File: config.mk
export PLATFORM = sky130hd
export DESIGN_NAME = eth_tx_framer
export DESIGN_NICKNAME = d
export VERILOG_FILES = /design/src/rtl/eth_tx_framer.sv
export SDC_FILE = /design/constraint.sdc
export NUM_CORES = 2
export LEC_CHECK = 0
export ABC_AREA = 1
export CAP_MARGIN = 10
export CORE_MARGIN = 1
export CORE_UTILIZATION = 40
export DETAILED_ROUTE_END_ITERATION = 16
export GPL_ROUTABILITY_DRIVEN = 0
export PLACE_DENSITY = 0.61
export SLEW_MARGIN = 20
export SYNTH_ARGS = -nofsm -noshare
export SYNTH_HDL_FRONTEND = slang
export SYNTH_SLANG_ARGS = --single-unit
File: constraint.sdc
create_clock -name i_clk -period 7.15 [get_ports i_clk]
set_input_delay 2.145 -clock i_clk [delete_from_list [all_inputs] [get_ports i_clk]]
set_output_delay 2.145 -clock i_clk [all_outputs]
set_load 0.02 [all_outputs]
File: src/rtl/eth_tx_framer.sv
// GMII transmit framer: buffered payload out as preamble, SFD, data, pad, FCS, then IPG.
// Host loads a 32-bit word buffer, then pulses i_start with the payload byte length.
module eth_tx_framer #(
    parameter int unsigned BUF_AW  = 6,
    parameter bit          PAD_EN  = 1'b1,
    parameter int unsigned IPG_LEN = 12
) (
    input  logic              i_clk,
    input  logic              i_rst,
    input  logic              i_tx_wr,
    input  logic [BUF_AW-1:0] i_tx_wr_addr,
    input  logic [31:0]       i_tx_wr_data,
    input  logic              i_start,
    input  logic [10:0]       i_len,
    output logic              o_busy,
    output logic              o_irq_tx,
    output logic              o_err,
    output logic              o_tx_en,
    output logic [7:0]        o_tx_data
);

    localparam int unsigned BUF_WORDS = 1 << BUF_AW;
    localparam int unsigned BUF_BYTES = 4 * BUF_WORDS;
    localparam int unsigned MIN_LEN   = 60;
    localparam int unsigned CNT_W     = 11;

    typedef enum logic [2:0] {
        S_IDLE, S_PRE, S_SFD, S_DATA, S_PAD, S_FCS, S_IPG
    } state_t;

    state_t             state_q, state_d;
    logic [CNT_W-1:0]   cnt_q, cnt_d;
    logic [10:0]        idx_q, idx_d;
    logic [10:0]        len_q, len_d;
    logic [31:0]        crc_q, crc_d;
    logic               busy_q, busy_d;
    logic               irq_q, irq_d;
    logic               err_q, err_d;
    logic               tx_en_q, tx_en_d;
    logic [7:0]         tx_data_q, tx_data_d;

    logic [31:0]        buf_mem [BUF_WORDS];
    logic [31:0]        rd_word_q;
    logic [BUF_AW-1:0]  rd_addr_c;
    logic [7:0]         rd_byte_c;
    logic [31:0]        fcs_c;
    logic               len_bad_c;
    logic               pad_needed_c;

    // Reflected CRC32 update by one byte, LSB first
    function automatic logic [31:0] crc_byte(input logic [31:0] c, input logic [7:0] b);
        logic [31:0] r;
        r = c ^ {24'h0, b};
        for (int i = 0; i < 8; i++) begin
            r = r[0] ? ((r >> 1) ^ 32'hEDB88320) : (r >> 1);
        end
        return r;
    endfunction

    function automatic logic [7:0] fcs_byte(input logic [31:0] f, input logic [1:0] k);
        logic [7:0] r;
        case (k)
            2'd0:    r = f[7:0];
            2'd1:    r = f[15:8];
            2'd2:    r = f[23:16];
            default: r = f[31:24];
        endcase
        return r;
    endfunction

    // Word buffer; read address follows the next byte index so the word is ready one cycle ahead
    always_ff @(posedge i_clk) begin
        if (i_tx_wr) begin
            buf_mem[i_tx_wr_addr] <= i_tx_wr_data;
        end
        rd_word_q <= buf_mem[rd_addr_c];
    end

    assign rd_addr_c    = idx_d[BUF_AW+1:2];
    assign fcs_c        = ~crc_q;
    assign len_bad_c    = (i_len == 11'd0) || (32'(i_len) > BUF_BYTES);
    assign pad_needed_c = PAD_EN && (len_q < 11'(MIN_LEN));

    always_comb begin
        case (idx_q[1:0])
            2'd0:    rd_byte_c = rd_word_q[7:0];
            2'd1:    rd_byte_c = rd_word_q[15:8];
            2'd2:    rd_byte_c = rd_word_q[23:16];
            default: rd_byte_c = rd_word_q[31:24];
        endcase
    end

    always_ff @(posedge i_clk) begin
        if (i_rst) begin
            state_q   <= S_IDLE;
            cnt_q     <= '0;
            idx_q     <= '0;
            len_q     <= '0;
            crc_q     <= 32'hFFFFFFFF;
            busy_q    <= 1'b0;
            irq_q     <= 1'b0;
            err_q     <= 1'b0;
            tx_en_q   <= 1'b0;
            tx_data_q <= 8'h00;
        end else begin
            state_q   <= state_d;
            cnt_q     <= cnt_d;
            idx_q     <= idx_d;
            len_q     <= len_d;
            crc_q     <= crc_d;
            busy_q    <= busy_d;
            irq_q     <= irq_d;
            err_q     <= err_d;
            tx_en_q   <= tx_en_d;
            tx_data_q <= tx_data_d;
        end
    end

    // Next state and the byte that will be on the wire after the coming edge
    always_comb begin
        state_d   = state_q;
        cnt_d     = cnt_q;
        idx_d     = idx_q;
        len_d     = len_q;
        crc_d     = crc_q;
        busy_d    = busy_q;
        irq_d     = 1'b0;
        err_d     = 1'b0;
        tx_en_d   = 1'b0;
        tx_data_d = 8'h00;

        unique case (state_q)
            S_IDLE: begin
                if (i_start) begin
                    if (len_bad_c) begin
                        err_d = 1'b1;
                    end else begin
                        state_d   = S_PRE;
                        cnt_d     = '0;
                        idx_d     = '0;
                        len_d     = i_len;
                        crc_d     = 32'hFFFFFFFF;
                        busy_d    = 1'b1;
                        tx_en_d   = 1'b1;
                        tx_data_d = 8'h55;
                    end
                end
            end
            S_PRE: begin
                tx_en_d = 1'b1;
                if (cnt_q == CNT_W'(6)) begin
                    state_d   = S_SFD;
                    tx_data_d = 8'hD5;
                end else begin
                    cnt_d     = cnt_q + CNT_W'(1);
                    tx_data_d = 8'h55;
                end
            end
            S_SFD, S_DATA: begin
                tx_en_d = 1'b1;
                if ((state_q == S_DATA) && (idx_q == len_q)) begin
                    if (pad_needed_c) begin
                        state_d = S_PAD;
                        crc_d   = crc_byte(crc_q, 8'h00);
                        idx_d   = idx_q + 11'd1;
                    end else begin
                        state_d   = S_FCS;
                        cnt_d     = '0;
                        tx_data_d = fcs_c[7:0];
                    end
                end else begin
                    state_d   = S_DATA;
                    tx_data_d = rd_byte_c;
                    crc_d     = crc_byte(crc_q, rd_byte_c);
                    idx_d     = idx_q + 11'd1;
                end
            end
            S_PAD: begin
                tx_en_d = 1'b1;
                if (idx_q == 11'(MIN_LEN)) begin
                    state_d   = S_FCS;
                    cnt_d     = '0;
                    tx_data_d = fcs_c[7:0];
                end else begin
                    crc_d = crc_byte(crc_q, 8'h00);
                    idx_d = idx_q + 11'd1;
                end
            end
            S_FCS: begin
                if (cnt_q == CNT_W'(3)) begin
                    state_d = S_IPG;
                    cnt_d   = '0;
                end else begin
                    tx_en_d   = 1'b1;
                    cnt_d     = cnt_q + CNT_W'(1);
                    tx_data_d = fcs_byte(fcs_c, 2'(cnt_q + CNT_W'(1)));
                end
            end
            S_IPG: begin
                if (cnt_q == CNT_W'(IPG_LEN - 1)) begin
                    state_d = S_IDLE;
                    busy_d  = 1'b0;
                    irq_d   = 1'b1;
                end else begin
                    cnt_d = cnt_q + CNT_W'(1);
                end
            end
            default: state_d = S_IDLE;
        endcase
    end

    assign o_busy    = busy_q;
    assign o_irq_tx  = irq_q;
    assign o_err     = err_q;
    assign o_tx_en   = tx_en_q;
    assign o_tx_data = tx_data_q;

endmodule
==> reports/summary.txt <==
fin crit period - 5.83 ns
grt ovf - 0
CTS buffer count - 218
Comb power frac - 14.5%
Seq pwr share - 47.1%
status - finished clean
hold crit path type - flop to flop
RSZ-0062 raised after global routing - no
Post-synth EDFFs - 2048
clock latency on the worst-skew pair - 0.89 ns
Root Driver - clkbuf_16
GRT Util Overall - 24.2%
area leader, netlist - edfxtp_1
Clock Skew - 0.0696 ns
post-DP HPWL - 164 mm
Avg Vias per Cell - 5.41
commonest non-fill, non-tap cell in the layout - nand3_1
Syn-to-layout area delta - 12.7%
r2r setup slk - 1.32 ns
CP endpoint kind - flop
Final Max Slew Viols - 0
Final ANT Viol Nets - 0
ratio of cells with drive above 1 in the final layout - 7.57%
power per cell area - 274 nW/um^2
setup tns final - 0 ns
switch share - 27.2%
Crit Path Max Fanout - 27
Hold Slack - 0.469 ns
Slew @ Worst Pin - 1.16 ns
met1 Usage GRT - 33.3%
clk sinks - 2160
Fin. Hold Viols - 0
first-pass detailed-route iteration total - 6
worst vdd ir - 0.000270 V
DRC Markers - 0
Worst Path Required - 7.91 ns
cts hold-fix bufs - 0
post-CTS sizing - 0
H-Tree Depth - 4
via count - 68.9k
setup violators final - 0
flops & latches, synth - 2160
DIE HEIGHT - 494 um
first-pass GRT wire length - 438 mm
1st-iter DRT viols - 8670
final WL - 299 mm
WP data arrival - 6.59 ns
GR Util met3 - 3.71%
Netlist Area Pre-Place - 96800 sq um
Setup Fix Bufs, Post-CTS - 0
post-synthesis instance total - 9349
Port Buffers - 64
LEAKAGE - 43.9 nW
Power Internal - 21.8 mW
CTS clk-pin slew, worst paths - 0.07 ns
CTS tree - done
largest net degree at the start of global routing - 154
Worst R2R Path Depth - 15
worst relative slew slack - 22.9%
vias in the first global route - 65.4k
Layout Nets - 9412
grt met2 use - 38.7%
die area - 244000 sq um
max_cap viols - 0
Core ar. - 241000 sq um
initial antenna violation count - 13
num rows - 180
crit path launch type - flop
Yosys top cell area share - 63.6%
Top Ports - 65
Setup crit end - rd_word_q[1]
maximum root-to-sink buffer count - 3
Worst setup startpoint - state_q[0]
asr flop ratio synth - 0%
Syn Nets - 9412
sequential-to-total area share from yosys stat - 65.9%
Syn Area/Cell - 10.3 sq um
R2R Path End - rd_word_q[1]
share of power burned in the clock network - 38.4%
Die X-Extent - 494 um
Worst Path Class, Setup - flop to flop
most frequent cells in the layout - 2178 x nand3_1, 2048 x edfxtp_1, 1857 x nand2_1
Yosys cell types - 57
top_reg_cell synth - edfxtp_1
WL per Instance - 23.5 um
grt peak-use layer - met2
Psw - 8.14 mW
YS warnings - 0
post-route clock period utilization - 81.6%
Worst R2R Start - state_q[0]
FMAX - 171 MHz
Starting Density - 40.2%
top cells by area, synth - edfxtp_1 64%, nand3_1 11%, nand2_1 7.2%
-- worst max-delay path, stage by stage (launching register included) --
cell and delay, ns:
dfxtp_1 0.37, inv_1 0.13, nor3_4 0.28, inv_1 0.09
nand2_2 0.47, inv_1 0.50, o21ai_2 0.40, inv_1 0.25
o31ai_1 0.44, nand2_4 0.47, inv_2 0.82, buf_4 0.29
buf_4 0.17, nand3_1 0.32, nand3_1 0.52, nand2_1 0.11
-- how the worst min path moves through the flow --
stage	startpoint	to	slack, ns	depth (start not counted)
floorplan	cnt_q[9]	cnt_q[9]	0.44	2
global placement	cnt_q[9]	cnt_q[9]	0.45	2
detailed placement	cnt_q[9]	cnt_q[9]	0.46	2
CTS	cnt_q[9]	cnt_q[9]	0.47	2
global route	cnt_q[9]	cnt_q[9]	0.50	2
finish	cnt_q[9]	cnt_q[9]	0.47	2
-- per-layer routing --
layer  vias to the layer above  share of wire, %
li1                      31160                 -
met1                     33683                41
met2                      3499                46
met3                       522               9.7
met4                         4               3.8
met5                         -            0.0087
-- Yosys cell counts (5+ instances only) --
master	number
nand3_1	2178
edfxtp_1	2048
nand2_1	1859
inv_1	1664
nand3b_1	352
clkbuf_1	245
buf_2	197
nor2_1	142
dfxtp_1	112
o21ai_0	82
xor2_1	77
a21oi_1	69
buf_1	66
xnor2_1	51
buf_6	37
nand4_1	22
o211ai_1	21
o22ai_1	15
nor4_1	11
ha_1	10
nor3_1	10
inv_2	9
o21ai_1	7
or2_2	7
a211oi_1	5
nand2_2	5
-- power groups by stage --
stage | logic [mW] | registers [mW] | clock network [mW]
finish | 4.33 | 14.1 | 11.5
global route | 4.70 | 14.1 | 12.0
CTS | 4.28 | 14.1 | 11.6
detailed placement | 4.26 | 14.4 | 0
global placement | 4.20 | 14.4 | 0
floorplan | 2.77 | 14.3 | 0
-- area by class of cell --
type,instances,area [sq um]
Fill cell,21961,132000
Clock buffer,280,5790
Sequential cell,2160,63700
Clock inverter,129,1310
Multi-Input combinational cell,4966,24700
Tap cell,3185,3990
Antenna cell,4,10.0
Timing Repair Buffer,328,3150
Inverter,1675,6320
-- per-stage QoR --
step / power (mW) / cells / worst slack [ns] / utilization [%] / area [sq um]
2_1_floorplan: 17.1 / 9349 / 0.875 / - / 96800
3_3_place_gp: 18.6 / 12314 / 0.439 / 42.4 / 102000
3_5_place_dp: 18.6 / 12314 / 0.552 / 42.4 / 102000
4_1_cts: 30.0 / 12723 / 1.46 / 45.3 / 109000
5_1_grt: 30.8 / 12724 / 1.14 / 45.3 / 109000
6_report: 29.9 / 12727 / 1.32 / 45.3 / 109000
-- state kept, by name (all words and copies together) (netlist names) --
| register | cells |
|---|---|
| o_err | 1 |
| cnt_q | 11 |
| crc_q | 32 |
| idx_q | 11 |
| o_busy | 1 |
| o_tx_data | 8 |
| rd_word_q | 32 |
| state_q | 3 |
| o_tx_en | 1 |
| buf_mem | 2048 |
| len_q | 11 |
| o_irq_tx | 1 |
-- logic make-up (layout without fill, tap and decap cells) --
logic type | count (synthesis) | count (layout) | synth area share, %
XOR/XNOR | 133 | 133 | 1.25
AND/OR/NAND/NOR | 4599 | 4599 | 22.2
flip-flops | 2160 | 2160 | 65.9
adder cells (fa/ha/maj) | 10 | 10 | 0.129
buffers and inverters | 2223 | 2412 | 9.18
AO/OA/AOI/OAI | 224 | 224 | 1.33
other | 0 | 4 | 0
Note: power is estimated with default switching activity, not from simulation.
==> RTL edit (same flow settings) <==
Put one more register stage on the output `o_tx_data`. The value now appears one clock later. The other outputs are not delayed to match.
--- a/src/rtl/eth_tx_framer.sv
+++ b/src/rtl/eth_tx_framer.sv
@@ -213,6 +213,8 @@
     assign o_irq_tx  = irq_q;
     assign o_err     = err_q;
     assign o_tx_en   = tx_en_q;
-    assign o_tx_data = tx_data_q;
+    always_ff @(posedge i_clk) begin
+        o_tx_data <= tx_data_q;
+    end
 
 endmodule
Check against the original RTL: not settled (the Yosys comparison gave no result); the edit may change what the design does.
==> RTL edit against the unedited design <==
- worst setup slack better by 0.084 ns
- synthesized area about the same
- power is 0.12% higher
- critical path depth increased by 5
- sequential cell count rose by 8
- synthesized cell count increased by 0.17%
- die area is essentially flat
- final cell count is 0.21% higher
- final area up 0.26%
- critical endpoint is now rd_word_q[29]
- combinational power down 2%
- routed wire length fell by 5.1%
==> RTL edit: results (changes against the unedited design) <==
- The maximum single-stage delay on the critical path came to 0.48 ns (-0.34 ns).
- The total count of max-transition violations in the final report is 0 (unchanged).
- The detailed-placement wirelength estimate is 159 mm (-2.7%).
- In the post-synthesis netlist, the biggest area contributors are sky130_fd_sc_hd__edfxtp_1, sky130_fd_sc_hd__nand3_1, sky130_fd_sc_hd__nand2_1.
- The classification of the worst-slack hold path is reg -> reg.
- The fraction of synthesized cell area in xor and xnor cells is 1.35% (+0.098 points).
- The post-synthesis average cell area is 10.3 µm² (-0.12%).
- The tightest slew margin relative to the limit is 26.9% (+4.0 points).
- The maximum level of the CTS H-tree is 4 (unchanged).
- The number of placed instances, taps included is 12300 (+0.15%).
- The deepest clock path buffer count came to 3 (unchanged).
- The fraction of layout cells with a size suffix above 1 is 7.97% (+0.40 points).
- The highest-delay cell along the critical path is sky130_fd_sc_hd__o21ai_4.
- The clock skew is 0.0639 ns (-0.00571 ns).
- The routed length per instance came to 22.2 µm (-5.3%).
- Ranked by instance count, the synthesized netlist is headed by sky130_fd_sc_hd__nand3_1, sky130_fd_sc_hd__edfxtp_1, sky130_fd_sc_hd__nand2_1.
- The data arrival at the endpoint of the critical path is 6.48 ns (-0.11 ns).
- The number of clock buffers inserted by TritonCTS was 220 (+0.92%).
- The global-route usage over all layers is 23.1% (-1.2 points).
- The iteration-0 DRC count of the detailed router is 7998 (-7.8%).
- The count of unique library cells instantiated by Yosys came to 49 (-14%).
- The post-synthesis sequential area ratio was 66.0% (+0.13 points).
- The share of synthesized registers carrying an async set or reset was 0% (unchanged).
- The largest fanout on the critical path is 57 (+110%).
- The cell family contributing the most delay on the critical path is simple AND/OR/NAND/NOR gates.
- The initial antenna violation count came to 16 (+3).
- The count of instances resized after the clock tree is built was 0 (unchanged).
- The flow ran to the end, and the final reports show no timing, DRC or antenna violations.
- The share of synthesized cell area in full adder, half adder and majority cells was 0.129% (about the same).
- The detailed-route via count is 68100 (-1.1%).
- The minimum setup slack after placement is 0.626 ns (+0.0736 ns).
- The detailed-route vias per instance is 5.34 (-1.3%).
- The maximum ir drop on the vdd rail is 0.295 mV (+9.4%).
- The cell area after placement is 102000 µm² (+0.17%).
- The count of warnings emitted by yosys is 0 (unchanged).
- The number of iterations in the first detailed-routing pass is 6 (unchanged).
- The number of nets in the final layout is 9433 (+0.22%).
- The global-route wire length before repair is 424 mm (-3.3%).
- The static leakage power was 44.1 nW (+0.38%).
- The via count of the first global-routing pass is 65900 (+0.73%).
- The maximum number of pins on one net before global-route repair is 152 (-1.3%).
- The compound-gate portion of the synthesized area is 1.48% (+0.15 points).
- CTS placed an instance of sky130_fd_sc_hd__clkbuf_16 at the clock tree root.
==> RTL edit: cell count changes in the layout (fill, tap and decap cells not counted), sizes merged, moves of 5 or more <==
cell / unedited run / this run
nand2: 1864 / 1801
nand3b: 352 / 320
inv: 1685 / 1716
or2: 9 / 39
o21ai: 92 / 121
nor2: 144 / 163
dfxtp: 112 / 120
o22ai: 15 / 7
a21oi: 69 / 63
nand4: 23 / 17
o211ai: 21 / 15
clkinv: 92 / 97
==> RTL edit: cell families after synthesis <==
group | Yosys count
AND/OR/NAND/NOR | 4545
buffers and inverters | 2256
flip-flops | 2168
AO/OA/AOI/OAI | 246
XOR/XNOR | 140
adder cells (fa/ha/maj) | 10
==> RTL edit: per-layer routing <==
metal / up-vias / wire length (µm) / global-route usage (%)
met4: 4 / 10900 / 9.10
met1: 33300 / 117000 / 31.0
met2: 3061 / 133000 / 37.4
li1: 31200 / - / -
met3: 548 / 23000 / 3.50
met5: - / 31 / 0
==> RTL edit: cell type report <==
cell class | count | area (µm²)
Clock buffer | 283 | 5840
Antenna cell | 6 | 15.0
Multi-Input combinational cell | 4941 | 24600
Tap cell | 3185 | 3990
Inverter | 1708 | 6430
Clock inverter | 132 | 1350
Timing Repair Buffer | 331 | 3170
Sequential cell | 2168 | 63900
Fill cell | 22000 | 131000
==> RTL edit: power by group <==
group / internal [mW] / total (mW) / switching, mW
clock: 6.54 / 11.6 / 5.01
sequential: 14.0 / 14.2 / 0.135
combinational: 1.23 / 4.23 / 3.00
total: 21.8 / 30.0 / 8.14
==> RTL edit: per-stage QoR <==
| step | hold WS, ns | total power, mW |
|---|---|---|
| CTS | 0.326 | 30.1 |
| detailed placement | 0.312 | 18.6 |
| global placement | 0.311 | 18.6 |
| finish | 0.326 | 30.0 |
| global route | 0.334 | 30.9 |
| floorplan | 0.310 | 17.1 |
==> RTL edit: path summary, 6_finish.rpt <==
kind | from | end | slack (ns) | cells past startpoint
max | i_len[4] | rd_word_q[29] | 1.40 | 20
min | tx_data_q[7] | o_tx_data[7] | 0.33 | 0
max reg2reg | idx_q[1] | rd_word_q[29] | 2.10 | 17
min reg2reg | tx_data_q[7] | o_tx_data[7] | 0.33 | 0
